File: config.mk
export PLATFORM = sky130hd
export DESIGN_NAME = display_mux_ctrl
export DESIGN_NICKNAME = d
export VERILOG_FILES = /design/src/rtl/display_mux_ctrl.sv
export SDC_FILE = /design/constraint.sdc
export NUM_CORES = 1
export LEC_CHECK = 0
export CAP_MARGIN = 10
export CORE_UTILIZATION = 40
export DETAILED_ROUTE_END_ITERATION = 7
export PLACE_DENSITY_LB_ADDON = 0.05
export REMOVE_ABC_BUFFERS = 1
export SLEW_MARGIN = 20
export SYNTH_ARGS = -nofsm -noshare
export SYNTH_HDL_FRONTEND = slang
export SYNTH_SLANG_ARGS = --single-unit
File: constraint.sdc
create_clock -name clk -period 3.7 [get_ports clk]
set_input_delay 0.555 -clock clk [delete_from_list [all_inputs] [get_ports clk]]
set_output_delay 0.555 -clock clk [all_outputs]
set_load 0.1 [all_outputs]
File: src/rtl/display_mux_ctrl.sv
// Two-digit display multiplexer: time-slices one seven-segment decoder between two digits,
// with optional segment blanking at each slot start (enabled by defining DISPLAY_MUX_BLANK_EN).
module display_mux_ctrl #(
  parameter int DIV_WIDTH    = 17,
  parameter int BLANK_CYCLES = 64
) (
  input  logic       clk,
  input  logic       reset,
  input  logic [3:0] digit0,
  input  logic [3:0] digit1,
  output logic       sel,
  output logic [3:0] digit_out,
  output logic       blank,
  output logic       slot_start
);

  logic [DIV_WIDTH-1:0] cnt_q, cnt_d;
  logic                 sel_q, sel_d;
  logic [3:0]           digit_q, digit_d;
  logic                 slot_start_q, slot_start_d;
  logic                 restart_q, restart_d;
  logic                 wrap;
  logic                 load;

  // restart_q marks the first cycle out of reset: it opens a slot without toggling sel.
  always_comb begin
    wrap         = (cnt_q == {DIV_WIDTH{1'b1}});
    load         = restart_q | wrap;
    cnt_d        = restart_q ? '0 : cnt_q + 1'b1;
    sel_d        = wrap ? ~sel_q : sel_q;
    slot_start_d = load;
    digit_d      = load ? (sel_d ? digit0 : digit1) : digit_q;
    restart_d    = 1'b0;
  end

  always_ff @(posedge clk) begin
    if (reset) begin
      cnt_q        <= '0;
      sel_q        <= 1'b0;
      digit_q      <= 4'h0;
      slot_start_q <= 1'b0;
      restart_q    <= 1'b1;
    end else begin
      cnt_q        <= cnt_d;
      sel_q        <= sel_d;
      digit_q      <= digit_d;
      slot_start_q <= slot_start_d;
      restart_q    <= restart_d;
    end
  end

`ifdef DISPLAY_MUX_BLANK_EN
  typedef enum logic {
    ST_BLANK = 1'b0,
    ST_SHOW  = 1'b1
  } state_t;

  localparam logic [DIV_WIDTH-1:0] BLANK_LIM = DIV_WIDTH'(BLANK_CYCLES);
  localparam bit                   HAS_BLANK = (BLANK_CYCLES > 0);

  state_t state_q, state_d;
  logic   blank_q, blank_d;

  always_ff @(posedge clk) begin
    if (reset) begin
      state_q <= HAS_BLANK ? ST_BLANK : ST_SHOW;
      blank_q <= HAS_BLANK;
    end else begin
      state_q <= state_d;
      blank_q <= blank_d;
    end
  end

  // Transitions look at the count the next cycle will carry, so blank lines up with cnt.
  always_comb begin
    state_d = state_q;
    case (state_q)
      ST_BLANK: if (cnt_d == BLANK_LIM) state_d = ST_SHOW;
      ST_SHOW:  if (load && HAS_BLANK)  state_d = ST_BLANK;
      default:  state_d = ST_BLANK;
    endcase
  end

  always_comb begin
    blank_d = (state_d == ST_BLANK);
  end

  assign blank = blank_q;
`else
  assign blank = 1'b0;
`endif

  assign sel        = sel_q;
  assign digit_out  = digit_q;
  assign slot_start = slot_start_q;

endmodule

==> reports/summary.txt <==
slowest CP cell: dfxtp_1
Final #Nets: 136
Seq cells post-synth: 24
Antenna Nets Post-Route: 0
fmax: 0.395 GHz
post-synth top area share: 45.9%
mux contribution to synthesized area: 6.70%
Clock Tree Buf Depth: 2
CP max FO: 7
placed cell area: 1210 µm²
Synth cell types: 28
synthesized instance count: 107
Mean Syn Cell Area: 9.78 µm²
slowest cell delay on critical path: 0.45 ns
Slew Viols, Final: 0
Worst-Skew Late Latency: 0.30 ns
Synth Area in Adders: 2.39%
Final Hold Vio Count: 0
Max Clock Skew: 0.00245 ns
fin crit period: 2.53 ns
IR drop worst, VDD: 182 µV
first-pass GRT wire length: 3.29 mm
Leak: 0.448 nW
DRT Pass-1 Iters: 4
site row count: 18
CP cell instances: ha_1 -> nand3_1 -> nor4_1 -> and3_1 -> ha_1 -> xnor2_1 -> mux2i_1 -> o2bb2ai_1
total power: 435 µW
clock tree sinks: 24
critical path class: reg -> reg
area leader, netlist: dfxtp_1
largest family of logic cells by synthesized area: simple AND/OR/NAND/NOR gates
H-tree levels: 1
P per Cell Area: 352 nW/µm²
CTS resizes: 0
Final GP Congestion: 0.749
setup bufs post-CTS: 0
status: completed
final core occ: 49.8%
Critical Path AT: 2.73 ns
Synth Area in Simple Gates: 25.0%
Critical Path Source Type: register
unrepaired setup endpoints after global routing: false
Max Cap Viol: 0
number of vias per cell: 5.44
cell mode on critical path: ha_1
GRT Residual Overflow: 0
final setup fails: 0
DIE AREA: 2820 µm²
Die W: 53.1 µm
Worst Setup End Kind: register
Ys Warns: 0
Worst Hold Class: reg -> reg
slew margin rel.: 34.6%
vias post-DR: 827
Root Buffer: clkbuf_4
top cell family by delay on the critical path: simple AND/OR/NAND/NOR gates
Synth area leaders: dfxtp_1 (46%), mux2i_1 (6.7%), or3_1 (4.2%)
WL final: 1.90 mm
asr flop ratio synth: 0%
largest net degree at the start of global routing: 16
xor/xnor share of the synthesized area: 3.35%
filler cell count: 253
Core Region: 2480 µm²
initial antenna violation count: 0
DP HPWL: 1.43 mm
Worst-Margin Slew: 0.978 ns
register area share after synthesis: 45.9%
Hold-fix buffers, CTS: 0
CTS Buf Count: 3
ys flop type: dfxtp_1
fin cells: 152
mapped cell area: 1050 µm²
Routed WL per cell: 12.5 µm
drt drc: 0
CTS tree: done
Worst EP required: 3.89 ns
share of cells above drive strength 1: 7.38%
final instance area: 1230 µm²
final worst-path cycle share: 68.5%
vias in the first global route: 765
ant diodes: 0
Fin Setup TNS: 0 ns
worst path bufs/invs: 0
area grow syn2layout: 17.9%
Clk pin slew, worst setup/hold paths: 0.13 ns
initial core utilization: 42.2%
number of flops mapped to enable cells by yosys: 0
Compound-Gate Fraction of Synth Area: 12.7%
die span in y: 53.1 µm
Tot GR Track Use: 16.4%
Port-buffer cells: 15
# IOs: 17
initial drt markers: 7
placed cell count: 149
## final timing paths
check                    start           end  slack, ns  cells after the start
setup / recovery      cnt_q[0]  digit_out[1]       1.17                      8
hold / removal    digit_out[2]  digit_out[2]       0.48                      1
setup reg to reg      cnt_q[0]  digit_out[1]       1.17                      8
hold reg to reg   digit_out[2]  digit_out[2]       0.48                      1
## placed cells by master (no fill, tap or decap), types with 3 or more instances in the layout
master	count
or3_1	7
nand3_1	6
o21ai_0	4
mux2i_1	7
clkdlybuf4s50_1	15
nand2_1	6
clkbuf_4	3
nor2_1	7
o2bb2ai_1	4
o31ai_1	4
dfxtp_1	24
inv_1	4
or4_1	4
a21oi_1	8
## cell usage after synthesis (2+ instances only)
| library cell | n |
|---|---|
| a21oi_1 | 8 |
| and2_1 | 2 |
| dfxtp_1 | 24 |
| ha_1 | 2 |
| inv_1 | 4 |
| mux2i_1 | 7 |
| nand2_1 | 6 |
| nand3_1 | 6 |
| nand4_2 | 2 |
| nor2_1 | 7 |
| nor4_2 | 2 |
| o21ai_0 | 4 |
| o2bb2ai_1 | 4 |
| o31ai_1 | 4 |
| or3_1 | 7 |
| or4_1 | 4 |
| xnor2_1 | 2 |
| xor2_1 | 2 |
## through the flow
step | hold slack [ns] | setup slack (ns)
global placement | 0.448 | 1.27
floorplan | 0.439 | 1.46
finish | 0.481 | 1.17
detailed placement | 0.447 | 1.18
global route | 0.496 | 0.925
CTS | 0.484 | 1.16
## cells by family after synthesis
kind of cell,count (synthesis)
other cells,1
flops,24
simple gates,41
compound gates,21
fa+ha+maj,2
buf+inv,7
xor+xnor,4
mux,7
## sequential cells by signal, summed over array words and instances (netlist names)
| signal | flops |
|---|---|
| sel | 1 |
| cnt_q | 17 |
| digit_out | 4 |
| restart_q | 1 |
| slot_start | 1 |
## metal layers
metal  global-route usage (%)  part of all wire, %  vias to the layer above
met4                     7.89                  1.1                        0
li1                         -                    -                      421
met2                     23.4                   45                        9
met1                     22.8                   52                      395
met5                        0                    0                        -
met3                     4.02                  2.4                        2
## where the power goes
group	leakage, nW	switching (mW)	internal (mW)
clock	0.0138	0.0746	0.0380
sequential	0.195	0.00371	0.263
combinational	0.239	0.0373	0.0177
## cell type report
type                            instances  area (µm²)  area share, %
Sequential cell                        24         480           38.9
Timing Repair Buffer                   15         150           12.2
Multi-Input combinational cell         76         528           42.8
Inverter                                4        15.0           1.22
Tap cell                               30        37.5           3.04
Clock buffer                            3        22.5           1.83
(Power assumes the default switching activity.)
